==> src/rtl/branch_predictor_gshare.sv <==
// Direction predictor for the Fetcher: a table of saturating counters indexed by PC
// (bimodal) or PC XOR global history (gshare). The ROB trains it at commit and it keeps accuracy statistics.
module branch_predictor_gshare #(
    parameter int unsigned XLEN     = 32,
    parameter int unsigned IDX_W    = 6,
    parameter int unsigned CNT_W    = 2,
    parameter int unsigned HIST_W   = 6,
    parameter int unsigned MODE     = 1,
    parameter int unsigned PC_SHIFT = 2,
    parameter int unsigned STAT_W   = 32
) (
    input  logic              clk,
    input  logic              rst_n,
    input  logic [XLEN-1:0]   fet_pc,
    output logic              bp_pred,
    output logic [IDX_W-1:0]  bp_idx,
    input  logic              rob_bp_enable,
    input  logic [IDX_W-1:0]  rob_bp_idx,
    input  logic              rob_bp_jump,
    input  logic              rob_bp_correct,
    input  logic              stat_clr,
    output logic [STAT_W-1:0] bp_correct_cnt,
    output logic [STAT_W-1:0] bp_total_cnt,
    output logic [HIST_W-1:0] bp_ghr
);

    localparam int unsigned      DEPTH    = 1 << IDX_W;
    localparam logic [CNT_W-1:0] CNT_INIT = CNT_W'((1 << (CNT_W - 1)) - 1);
    localparam logic [CNT_W-1:0] CNT_MAX  = '1;
    localparam logic [STAT_W-1:0] STAT_MAX = '1;

    logic [CNT_W-1:0]  table_q [DEPTH];
    logic [HIST_W-1:0] ghr_q;
    logic [HIST_W-1:0] ghr_nxt;
    logic [STAT_W-1:0] correct_q;
    logic [STAT_W-1:0] total_q;
    logic [STAT_W-1:0] correct_nxt;
    logic [STAT_W-1:0] total_nxt;

    logic [IDX_W-1:0]  pcidx;
    logic [IDX_W-1:0]  ghr_ext;
    logic [CNT_W-1:0]  cnt_cur;
    logic [CNT_W-1:0]  cnt_upd;
    logic              unused_pc;

    // Only a window of the PC selects the entry; the remaining bits are deliberately ignored.
    assign unused_pc = ^fet_pc;
    assign pcidx     = fet_pc[PC_SHIFT +: IDX_W];
    assign ghr_ext   = IDX_W'(ghr_q);

    // Prediction reads the registered table, so a same-cycle update is seen one cycle later.
    always_comb begin
        bp_idx  = (MODE == 1) ? (pcidx ^ ghr_ext) : pcidx;
        bp_pred = table_q[bp_idx][CNT_W-1];
    end

    always_comb begin
        cnt_cur = table_q[rob_bp_idx];
        cnt_upd = cnt_cur;
        if (rob_bp_jump && (cnt_cur != CNT_MAX)) begin
            cnt_upd = cnt_cur + CNT_W'(1);
        end else if (!rob_bp_jump && (cnt_cur != '0)) begin
            cnt_upd = cnt_cur - CNT_W'(1);
        end
    end

    always_ff @(posedge clk or negedge rst_n) begin
        if (!rst_n) begin
            for (int i = 0; i < int'(DEPTH); i++) begin
                table_q[i] <= CNT_INIT;
            end
        end else if (rob_bp_enable) begin
            table_q[rob_bp_idx] <= cnt_upd;
        end
    end

    // Committed outcomes only: the history is never speculative.
    generate
        if (HIST_W == 1) begin : g_hist1
            assign ghr_nxt = rob_bp_jump;
        end else begin : g_histn
            assign ghr_nxt = {ghr_q[HIST_W-2:0], rob_bp_jump};
        end
    endgenerate

    always_ff @(posedge clk or negedge rst_n) begin
        if (!rst_n) begin
            ghr_q <= '0;
        end else if (rob_bp_enable) begin
            ghr_q <= ghr_nxt;
        end
    end

    // Clear has priority over any increment in the same cycle; both counters saturate.
    always_comb begin
        correct_nxt = correct_q;
        total_nxt   = total_q;
        if (stat_clr) begin
            correct_nxt = '0;
            total_nxt   = '0;
        end else if (rob_bp_enable) begin
            if (total_q != STAT_MAX) begin
                total_nxt = total_q + STAT_W'(1);
            end
            if (rob_bp_correct && (correct_q != STAT_MAX)) begin
                correct_nxt = correct_q + STAT_W'(1);
            end
        end
    end

    always_ff @(posedge clk or negedge rst_n) begin
        if (!rst_n) begin
            correct_q <= '0;
            total_q   <= '0;
        end else begin
            correct_q <= correct_nxt;
            total_q   <= total_nxt;
        end
    end

    assign bp_correct_cnt = correct_q;
    assign bp_total_cnt   = total_q;
    assign bp_ghr         = ghr_q;

endmodule

==> config.mk <==
export PLATFORM = sky130hd
export DESIGN_NAME = branch_predictor_gshare
export DESIGN_NICKNAME = d
export VERILOG_FILES = /design/src/rtl/branch_predictor_gshare.sv
export SDC_FILE = /design/constraint.sdc
export NUM_CORES = 1
export LEC_CHECK = 0
export ABC_AREA = 1
export CELL_PAD_IN_SITES_DETAIL_PLACEMENT = 1
export CELL_PAD_IN_SITES_GLOBAL_PLACEMENT = 1
export CORE_MARGIN = 3
export CORE_UTILIZATION = 40
export CTS_BUF_LIST = sky130_fd_sc_hd__clkbuf_8
export CTS_CLUSTER_SIZE = 14
export DETAILED_ROUTE_END_ITERATION = 8
export PLACE_DENSITY_LB_ADDON = 0.1
export SYNTH_ARGS = -nofsm -noshare
export SYNTH_HDL_FRONTEND = slang
export SYNTH_SLANG_ARGS = --single-unit
==> constraint.sdc <==
create_clock -name clk -period 3.1 [get_ports clk]
set_clock_uncertainty 0.05 [all_clocks]
set_input_delay 0.62 -clock clk [delete_from_list [all_inputs] [get_ports clk]]
set_output_delay 0.62 -clock clk [all_outputs]
set_load 0.02 [all_outputs]
==> out/metrics.yaml, run 1 <==
p_leak_nw: 6.75
crit_path_start_kind: "primary input"
floorplan.die.height_um: 180
power_density_nw_per_um2: 452
design.final.nets: 2008
synth_cell_type_count: 34
clkSinkCount: 198
cts-root-to-sink-buffers: 2
drcViolationCount: 0
clk_pin_slew_worst_paths_ns: 0.11
finalMaxSlewViolations: 0
achievable-frequency_ghz: 0.331
grt_pass1_vias: 13322
final_antenna_net_count: 0
grt_antenna_before_repair: 0
place.port_buffers: 94
track_usage_pct: 27.1
max_h_tree_level: 4
synth_nets: 1890
hold_class: "primary input to async pin"
cp_data_arrival_time_ns: 3.44
grt_max_degree: 86
vdd_drop_max_mv: 0.239
synthArstFlopShare_pct: 100
boundaryPins: 121
post_synth.cell_area_avg_um2: 6.61
clock_latency_ns: 0.53
num_antenna_cells: 0
floorplan.die.width_um: 180
synth_enable_flop_cells: 0
gpl.final_weighted_congestion: 0.910
fin_worst_hold_slack_ns: 0.0153
clock-root-buffer: "sky130_fd_sc_hd__clkbuf_8"
global_route.overflow_total: 0
worstSetupPathType: "primary input to register"
floorplan.initialDensity_pct: 40.9
fp-row-count: 63
syn-cell-area_um2: 12200
dpl_cell_area_um2: 14000
cp_data_required_time_ns: 3.52
wl_per_cell_um: 19.0
core_area_um2: 29800
critical_path.reg2reg.startpoint: "bp_total_cnt[1]"
total_power_mw: 6.62
layout_cell_area_excl_fill_um2: 14600
synth_sequential_area_ratio_pct: 41.3
layout_min_cycle_time_ns: 3.02
worstMarginPinSlew_ns: 0.638
placed_wire_length_estimate_after_detailed_placement_um: 30300
outcome: "complete, no violations"
min_period_over_period_pct: 97.6
post_route_wl_um: 44900
post-route-util_pct: 49.2
layout-drive-gt1-share_pct: 10.3
post_synth_inst_count: 1842
die_area_um2: 32600
cp-end-kind: "register"
tritoncts: "yes"
first_pass_iters: 5
startpoint: "rob_bp_idx[2]"
viasPerCell: 5.37
drv_cap: 0
finalHoldViolations: 0
yosys_warnings: 0
synth.ff_latch_count: 198
synth_flop_cell: "sky130_fd_sc_hd__dfrtp_1"
drt-initial-drc-count: 883
cp_max_fo: 16
grt_setup_unrepaired: "true"
cts_made_buffers: 17
timing.final.setup_violations: 0
worst_slew_margin_rel_pct: 57.4
layout-area-overhead-vs-synth_pct: 20.3
vias: 12687
hold_buffers: 0
first_pass_grt_wire_length_um: 71300
-- final timing paths --
path / slack, ns / cells after the start / endpoint
max in group asynchronous: 2.07 / 2 / table_q[84]
min reg2reg: 0.43 / 2 / table_q[6]
min: 0.02 / 1 / table_q[13]
min in group clk: 0.43 / 2 / table_q[6]
max: 0.08 / 20 / table_q[92]
max reg2reg: 0.33 / 12 / bp_total_cnt[20]
-- through the flow --
stage / setup slack [ns] / cells / setup TNS, ns
6_report: 0.0755 / 2363 / 0
5_1_grt: -0.0542 / 2363 / -1.73
4_1_cts: 0.0125 / 2355 / 0
3_5_place_dp: -0.482 / 2322 / -55.50
3_3_place_gp: -0.438 / 2322 / -47.40
2_1_floorplan: 0.353 / 1842 / 0
-- cell usage in the layout, fill, tap and decap left out, drive strengths merged, types with 33 or more instances in the layout --
cell,Yosys,routed
nand2,709,709
buf,41,70
dfstp,64,64
clkdlybuf4s50,0,89
o21ai,69,69
nand3,229,229
nor3,50,50
dfrtp,134,134
inv,223,232
o211ai,33,33
nor2,165,165
-- layer usage --
metal | routed length [um] | part of all wire, % | global-route usage [%]
met4 | 1270 | 2.8 | 9.27
met3 | 1690 | 3.8 | 3.21
met1 | 20400 | 45 | 36.3
met2 | 21600 | 48 | 45.8
met5 | 0 | 0 | 0
-- registers in the layout, indices dropped and copies added (netlist names) --
register        cells
bp_ghr              6
bp_total_cnt       32
bp_correct_cnt     32
table_q           128
-- final cells by class --
type                            instances  area (um^2)
Clock buffer                           17          234
Clock inverter                         15          136
Fill cell                            3904        15100
Inverter                              228          865
Multi-Input combinational cell       1347         6040
Sequential cell                       198         5030
Tap cell                              390          488
Timing Repair Buffer                  167         1850
Timing Repair inverter                  1         5.00
-- timing repair --
| item | CTS | global route |
|---|---|---|
| pin swaps | 3 | 8 |
| cloned | 0 | 6 |
| endpoints found under the setup margin | 1 | 129 |
| setup buffers | 1 | 2 |
| resized for setup | 10 | 24 |
-- logic make-up (layout without fill, tap and decap cells) --
group                    Yosys count  after routing  synth area share [%]
AND/OR/NAND/NOR                 1191           1191                  40.6
buffers and inverters            297            428                  9.80
flip-flops                       198            198                  41.3
AO/OA/AOI/OAI                    129            129                  6.17
XOR/XNOR                          23             23                  1.65
adder cells (fa/ha/maj)            4              4                 0.411
-- critical path, stage by stage --
cell and delay (ns):
sky130_fd_sc_hd__clkdlybuf4s50_1 0.46, sky130_fd_sc_hd__buf_4 0.19, sky130_fd_sc_hd__buf_4 0.16, sky130_fd_sc_hd__inv_2 0.04
sky130_fd_sc_hd__nor2_2 0.12, sky130_fd_sc_hd__buf_12 0.15, sky130_fd_sc_hd__nand3_1 0.11, sky130_fd_sc_hd__nand2_1 0.09
sky130_fd_sc_hd__o21ai_1 0.07, sky130_fd_sc_hd__nand2_1 0.12, sky130_fd_sc_hd__nor2_1 0.05, sky130_fd_sc_hd__nand2_1 0.10
sky130_fd_sc_hd__inv_1 0.06, sky130_fd_sc_hd__ha_1 0.18, sky130_fd_sc_hd__nor2_2 0.20, sky130_fd_sc_hd__nor2_2 0.09
sky130_fd_sc_hd__nand3_4 0.20, sky130_fd_sc_hd__clkbuf_16 0.24, sky130_fd_sc_hd__nand3_1 0.09, sky130_fd_sc_hd__nand2_1 0.07
-- synth_stat cells, types with 5 or more instances --
| cell | count | area [um^2] |
|---|---|---|
| sky130_fd_sc_hd__nand4_1 | 27 | 169 |
| sky130_fd_sc_hd__dfstp_2 | 64 | 1680 |
| sky130_fd_sc_hd__nor3_1 | 50 | 250 |
| sky130_fd_sc_hd__clkinv_1 | 5 | 18.8 |
| sky130_fd_sc_hd__inv_1 | 221 | 830 |
| sky130_fd_sc_hd__nor2_1 | 161 | 604 |
| sky130_fd_sc_hd__buf_2 | 30 | 150 |
| sky130_fd_sc_hd__clkbuf_1 | 28 | 105 |
| sky130_fd_sc_hd__buf_4 | 9 | 67.6 |
| sky130_fd_sc_hd__o31ai_1 | 7 | 52.6 |
| sky130_fd_sc_hd__dfrtp_1 | 134 | 3350 |
| sky130_fd_sc_hd__xor2_1 | 15 | 131 |
| sky130_fd_sc_hd__nand3_1 | 228 | 1140 |
| sky130_fd_sc_hd__o21ai_0 | 65 | 325 |
| sky130_fd_sc_hd__nand2_1 | 705 | 2650 |
| sky130_fd_sc_hd__xnor2_1 | 8 | 70.1 |
| sky130_fd_sc_hd__o211ai_1 | 33 | 248 |
| sky130_fd_sc_hd__a21oi_1 | 17 | 85.1 |
-- where the power goes --
group / leakage [nW] / switching (mW) / internal (mW)
clock: 0.189 / 1.11 / 0.587
combinational: 4.07 / 1.12 / 0.637
sequential: 2.49 / 0.206 / 2.96
total: 6.75 / 2.44 / 4.19
Note: power is estimated with default switching activity, not from simulation.
==> run 2: changes to the inputs <==
--- a/config.mk
+++ b/config.mk
@@ -9,7 +9,7 @@
 export CELL_PAD_IN_SITES_DETAIL_PLACEMENT = 1
 export CELL_PAD_IN_SITES_GLOBAL_PLACEMENT = 1
 export CORE_MARGIN = 3
-export CORE_UTILIZATION = 40
+export CORE_UTILIZATION = 38
 export CTS_BUF_LIST = sky130_fd_sc_hd__clkbuf_8
 export CTS_CLUSTER_SIZE = 14
 export DETAILED_ROUTE_END_ITERATION = 8
==> constraint.sdc (replaced) <==
create_clock -name clk -period 2.5 [get_ports clk]
set_clock_uncertainty 0.05 [all_clocks]
set_input_delay 0.5 -clock clk [delete_from_list [all_inputs] [get_ports clk]]
set_output_delay 0.5 -clock clk [all_outputs]
set_load 0.02 [all_outputs]
==> run 2 against run 1 <==
Effect of this change: the flow now finishes with violations (setup timing); design area increased by 16%; setup slack got worse by 0.43 ns; utilization increased by 5.5 points; wire length increased by 19%; total power increased by 40%; flip-flop and latch count unchanged; die area increased by 5.1%; register-to-register slack got worse by 0.53 ns; critical path depth decreased by 8; clock-buffer cell count unchanged; sequential share of layout area decreased by 4.7 points; first-iteration DRC count decreased by 3.6%; largest cell class unchanged; largest power group unchanged.
==> out/metrics.yaml, run 2 (synthesis gave the netlist of run 1 again) <==
outcome: "finished with violations"
failed_checks: "setup timing"
cp_data_required_time_ns: 1.95
core_area_um2: 31100
fin_worst_hold_slack_ns: 0.421
postLayoutSetupSlackWorst_ns: -0.351
grt_pass1_vias: 14036
cp-end-kind: "primary output"
area.sequential_um2: 5040
worst-r2r-cell-count: 19
floorplan.die.height_um: 185
cts_made_buffers: 17
viasPerCell: 5.56
hold-path-cell-count: 2
largest_register: "table_q"
crit_path_start_kind: "register"
design.final.nets: 2113
worstSetupPathType: "register to primary output"
vias: 13760
floorplan.die.width_um: 185
first_pass_iters: 5
multi_input_area_um2: 7010
layout-area-overhead-vs-synth_pct: 39.5
fp-row-count: 64
timing.final.setup_violations: 119
wl_per_cell_um: 21.6
num_antenna_cells: 0
final_cell_count_no_fill: 2474
power_frac_clock_pct: 24.4
total_power_mw: 9.28
first_pass_grt_wire_length_um: 78200
setup_tns_ns: -18.08
layout_min_cycle_time_ns: 2.85
max_h_tree_level: 4
cts-root-to-sink-buffers: 2
tritoncts: "yes"
clk_pin_slew_worst_paths_ns: 0.11
post_route_wl_um: 53300
dpl_cell_area_um2: 14500
grt_max_degree: 53
floorplan.initialDensity_pct: 39.2
gpl.final_weighted_congestion: 0.883
vdd_drop_max_mv: 0.387
clock_latency_ns: 0.56
grt_antenna_before_repair: 0
final_antenna_net_count: 0
power.sequential.fraction_pct: 42.7
min_period_over_period_pct: 114
cp_data_arrival_time_ns: 2.30
worstMarginPinSlew_ns: 0.637
finalHoldViolations: 0
worst_slew_margin_rel_pct: 57.2
power_density_nw_per_um2: 546
drv_cap: 0
grt_setup_unrepaired: "true"
share_comb_of_total_power_pct: 32.9
most-common-layout-cells: "sky130_fd_sc_hd__nand2_1 (664), sky130_fd_sc_hd__inv_1 (202), sky130_fd_sc_hd__nor2_1 (153), sky130_fd_sc_hd__dfrtp_1 (132), sky130_fd_sc_hd__nand3_2 (125)"
drcViolationCount: 0
largest_register_ffs: 128
clock-root-buffer: "sky130_fd_sc_hd__clkbuf_8"
achievable-frequency_ghz: 0.351
global_route.overflow_total: 0
finalMaxSlewViolations: 0
placed_cells_incl_taps: 2386
place.port_buffers: 94
final_common_cell: "sky130_fd_sc_hd__nand2_1"
nFillCells: 3863
placed_wire_length_estimate_after_detailed_placement_um: 33300
die_area_um2: 34200
p_leak_nw: 7.58
boundaryPins: 121
layout_cell_area_excl_fill_um2: 17000
clkSinkCount: 198
switching_share_pct: 38.8
track_usage_pct: 29.2
intPower_mw: 5.68
layout-drive-gt1-share_pct: 24.7
drt-initial-drc-count: 851
net-switching-power_mw: 3.60
hold_class: "register to register"
cp_max_fo: 7
==> run 2: cell count changes in the layout (fill, tap and decap cells not counted), moves of 16 or more <==
cell                      change
sky130_fd_sc_hd__buf_4       +59
sky130_fd_sc_hd__nand2_2     +31
sky130_fd_sc_hd__nand3_1    -125
sky130_fd_sc_hd__inv_1       -20
sky130_fd_sc_hd__buf_6       +16
sky130_fd_sc_hd__inv_2       +16
sky130_fd_sc_hd__nand3_2    +121
sky130_fd_sc_hd__nand2_1     -37
==> run 2: path summary, 6_finish.rpt <==
kind	startpoint	to	slack (ns)
setup / recovery	bp_ghr[0]	bp_pred	-0.35
hold / removal	table_q[98]	table_q[98]	0.42
setup reg to reg	table_q[29]	table_q[116]	-0.20
hold reg to reg	table_q[98]	table_q[98]	0.42
max in group asynchronous	rst_n	table_q[84]	1.22
min in group asynchronous	rst_n	table_q[11]	0.44
==> run 2: power by group through the flow <==
stage / sequential (mW) / clock, mW / combinational [mW]
floorplan: 3.92 / 0 / 1.15
global placement: 3.98 / 0 / 2.07
detailed placement: 3.99 / 0 / 2.13
CTS: 3.94 / 2.30 / 2.49
global route: 4.00 / 2.44 / 3.25
finish: 3.96 / 2.26 / 3.06
==> run 2: metal layers <==
metal  routed length [um]  share of wire [%]  vias up  track usage (%)
li1                     -                  -     6279                -
met1                22700                 42     6893             38.3
met2                25600                 48      448             49.7
met3                 2900                5.4      140             5.20
met4                 2150                4.0        0             8.34
met5                    0                  0        -                0
==> run 2: repair_timing <==
item,4_1_cts,5_1_grt
gates cloned,12,16
pin swaps,27,92
gates resized for setup,99,220
buffers inserted,9,20
setup endpoints to repair,136,168
hold endpoints to repair,29,0
hold buffers,1,0
==> run 2: layout make-up <==
type	count	share of cell area, %
timing repair buffer	271	18.5
clock buffer	17	1.38
tap	396	2.92
timing repair inverter	1	0.0368
clock inverter	15	1.08
multi-input combinational	1348	41.2
inverter	228	5.20
sequential	198	29.6
==> run 2: per-stage QoR <==
step / utilization [%] / setup WS, ns
after floorplan: - / -0.00493
after global placement: 46.8 / -0.930
after detailed placement: 46.8 / -1.03
after CTS: 50.2 / -0.289
after global routing: 54.7 / -0.461
final: 54.7 / -0.351
==> run 2: worst max-delay path, stage by stage, from the launching register on <==
cell and delay (ns):
sky130_fd_sc_hd__dfrtp_1 0.43, sky130_fd_sc_hd__inv_2 0.10, sky130_fd_sc_hd__nand2_2 0.07, sky130_fd_sc_hd__nand2_4 0.13, sky130_fd_sc_hd__buf_4 0.20, sky130_fd_sc_hd__nand2_1 0.09
sky130_fd_sc_hd__o211ai_1 0.10, sky130_fd_sc_hd__nand3_1 0.11, sky130_fd_sc_hd__nand3_1 0.14, sky130_fd_sc_hd__nand3_1 0.09, sky130_fd_sc_hd__nand3_1 0.08, sky130_fd_sc_hd__nand2_2 0.09
sky130_fd_sc_hd__buf_6 0.14
==> run 3: changes to the inputs <==
--- a/config.mk
+++ b/config.mk
@@ -17,3 +17,4 @@
 export SYNTH_ARGS = -nofsm -noshare
 export SYNTH_HDL_FRONTEND = slang
 export SYNTH_SLANG_ARGS = --single-unit
+export TNS_END_PERCENT = 10
==> run 3 against run 2 <==
Effect of this change: register-to-register slack better by 0.12 ns; design area fell by 6.5%; flip-flop and latch count unchanged; the flow still finishes with violations (setup timing); fmax increased by 2.5%; final cell count decreased by 0.97%; non-clock buffer count shrank 24.
==> out/metrics.yaml, run 3 (synthesis gave the netlist of run 1 again) <==
finalMaxSlewViolations: 0
floorplan.initialDensity_pct: 39.2
min_period_over_period_pct: 111
worstPathCellList: "inv_2 > nand2_2 > nand2_4 > buf_4 > nand2_1 > o211ai_1 > nand3_1 > nand3_2 > nand3_2 > nand3_2 > nand2_2 > buf_6"
largest_register: "table_q"
placed_cells_incl_taps: 2386
timing.final.setup_violations: 106
max_stage_delay_ns: 0.44
placed_wire_length_estimate_after_detailed_placement_um: 33300
cp_max_fo: 7
finalHoldViolations: 0
tritoncts: "yes"
global_route.overflow_total: 0
failed_checks: "setup timing"
post_route_wl_um: 49300
clk_pin_slew_worst_paths_ns: 0.11
power_density_nw_per_um2: 553
grt_setup_unrepaired: "true"
track_usage_pct: 29.1
boundaryPins: 121
gpl.final_weighted_congestion: 0.883
crit_path_start_kind: "register"
viasPerCell: 5.43
wl_per_cell_um: 20.1
worstMarginPinSlew_ns: 0.526
clock-root-buffer: "sky130_fd_sc_hd__clkbuf_8"
postLayoutSetupSlackWorst_ns: -0.282
final_common_cell: "sky130_fd_sc_hd__nand2_1"
worstSetupPathType: "register to primary output"
place.port_buffers: 94
fp-row-count: 64
p_leak_nw: 7.30
max_h_tree_level: 4
clock_latency_ns: 0.55
final_cell_count_no_fill: 2450
clkSinkCount: 198
achievable-frequency_ghz: 0.360
worst_slew_margin_rel_pct: 64.9
critical_path.reg2reg.startpoint: "table_q[76]"
num_antenna_cells: 0
die_area_um2: 34200
cts-root-to-sink-buffers: 2
cp-end-kind: "primary output"
nFillCells: 4012
grt_antenna_before_repair: 0
hold_class: "register to register"
floorplan.die.width_um: 185
layout_min_cycle_time_ns: 2.78
core_area_um2: 31100
design.final.nets: 2089
final_antenna_net_count: 0
layout-area-overhead-vs-synth_pct: 30.4
drt-initial-drc-count: 876
grt_max_degree: 53
first_pass_iters: 6
setup_tns_ns: -3.41
first_pass_grt_wire_length_um: 77800
vias: 13310
slowest_stage: "sky130_fd_sc_hd__dfrtp_1"
largest_register_ffs: 128
drv_cap: 0
crit_top_cell: "sky130_fd_sc_hd__nand3_2"
grt_pass1_vias: 14025
floorplan.die.height_um: 185
regToRegEndpoint: "table_q[116]"
vdd_drop_max_mv: 0.375
hp-start: "table_q[88]"
worst-r2r-cell-count: 20
cts_made_buffers: 17
layout-drive-gt1-share_pct: 18.2
ff2ff_setup_slack_ns: -0.08
most-common-layout-cells: "sky130_fd_sc_hd__nand2_1 (666), sky130_fd_sc_hd__inv_1 (211), sky130_fd_sc_hd__nand3_1 (204), sky130_fd_sc_hd__nor2_1 (154), sky130_fd_sc_hd__dfrtp_1 (132)"
cp_data_arrival_time_ns: 2.23
hold-path-cell-count: 2
total_power_mw: 8.78
drcViolationCount: 0
min_to: "table_q[88]"
outcome: "finished with violations"
cp_data_required_time_ns: 1.95
[run 3: changes by cell type in the layout (fill, tap and decap cells not counted), moves of 3 or more]
cell                            before  now
sky130_fd_sc_hd__buf_4             104  107
sky130_fd_sc_hd__buf_6              19   12
sky130_fd_sc_hd__clkbuf_16          14    2
sky130_fd_sc_hd__dlygate4sd2_1      10    7
sky130_fd_sc_hd__inv_1             202  211
sky130_fd_sc_hd__inv_2              18   11
sky130_fd_sc_hd__nand3_1            99  204
sky130_fd_sc_hd__nand3_2           125   23
sky130_fd_sc_hd__nand3_4             5    2
[run 3: routing by layer]
| metal | track usage (%) | part of all wire [%] |
|---|---|---|
| met5 | 0 | 0 |
| met4 | 9.09 | 3.1 |
| met2 | 49.6 | 48 |
| met3 | 4.42 | 4.7 |
| met1 | 38.2 | 44 |
[run 3: timing repair]
item / 4_1_cts / 5_1_grt
buffers inserted: 4 / 13
hold endpoints to repair: 29 / 0
gates resized for setup: 92 / 75
pin swaps: 24 / 40
cloned: 11 / 3
hold buffers: 1 / 0
setup endpoints to repair: 136 / 167
[run 3: stage by stage]
stage / setup slack, ns / area [um^2] / hold WS (ns) / util (%)
6_report: -0.282 / 15900 / 0.423 / 51.1
3_5_place_dp: -1.03 / 14500 / 0.409 / 46.8
3_3_place_gp: -0.930 / 14500 / 0.402 / 46.8
5_1_grt: -0.403 / 15900 / 0.449 / 51.1
2_1_floorplan: -0.00493 / 12200 / 0.154 / -
4_1_cts: -0.289 / 15500 / 0.427 / 49.8
[run 3: how the worst max path moves through the flow]
stage | from | to | slack [ns] | depth (start not counted)
6_report | bp_ghr[0] | bp_pred | -0.28 | 12
3_3_place_gp | rob_bp_idx[1] | table_q[48] | -0.93 | 19
5_1_grt | bp_ghr[1] | bp_pred | -0.40 | 10
2_1_floorplan | bp_ghr[2] | bp_pred | -0.005 | 7
4_1_cts | bp_ghr[0] | bp_pred | -0.29 | 12
3_5_place_dp | rob_bp_idx[1] | table_q[122] | -1.03 | 20
[run 3: cell type report]
class                   count  area [um^2]  area share [%]
multi-input cells        1347         6390            40.3
flip-flops and latches    198         5040            31.7
repair buffers            247         2650            16.7
inverters                 228          871            5.48
well taps                 396          495            3.12
clock buffers              17          234            1.47
clock inverters            15          183            1.15
repair inverters            2         10.0          0.0630
[run 3: worst max-delay path, delay by kind of cell, from the launching register on]
| family | cells | cell delay [ns] |
|---|---|---|
| DFF | 1 | 0.44 |
| buffers and inverters | 3 | 0.43 |
| AOI/OAI and AO/OA | 1 | 0.09 |
| and+or+nand+nor | 8 | 0.75 |
[run 3: report_power, final]
part	switching [mW]	internal (mW)	leakage (nW)
sequential	0.277	3.67	2.49
clock	1.48	0.769	0.204
combinational	1.56	1.02	4.61
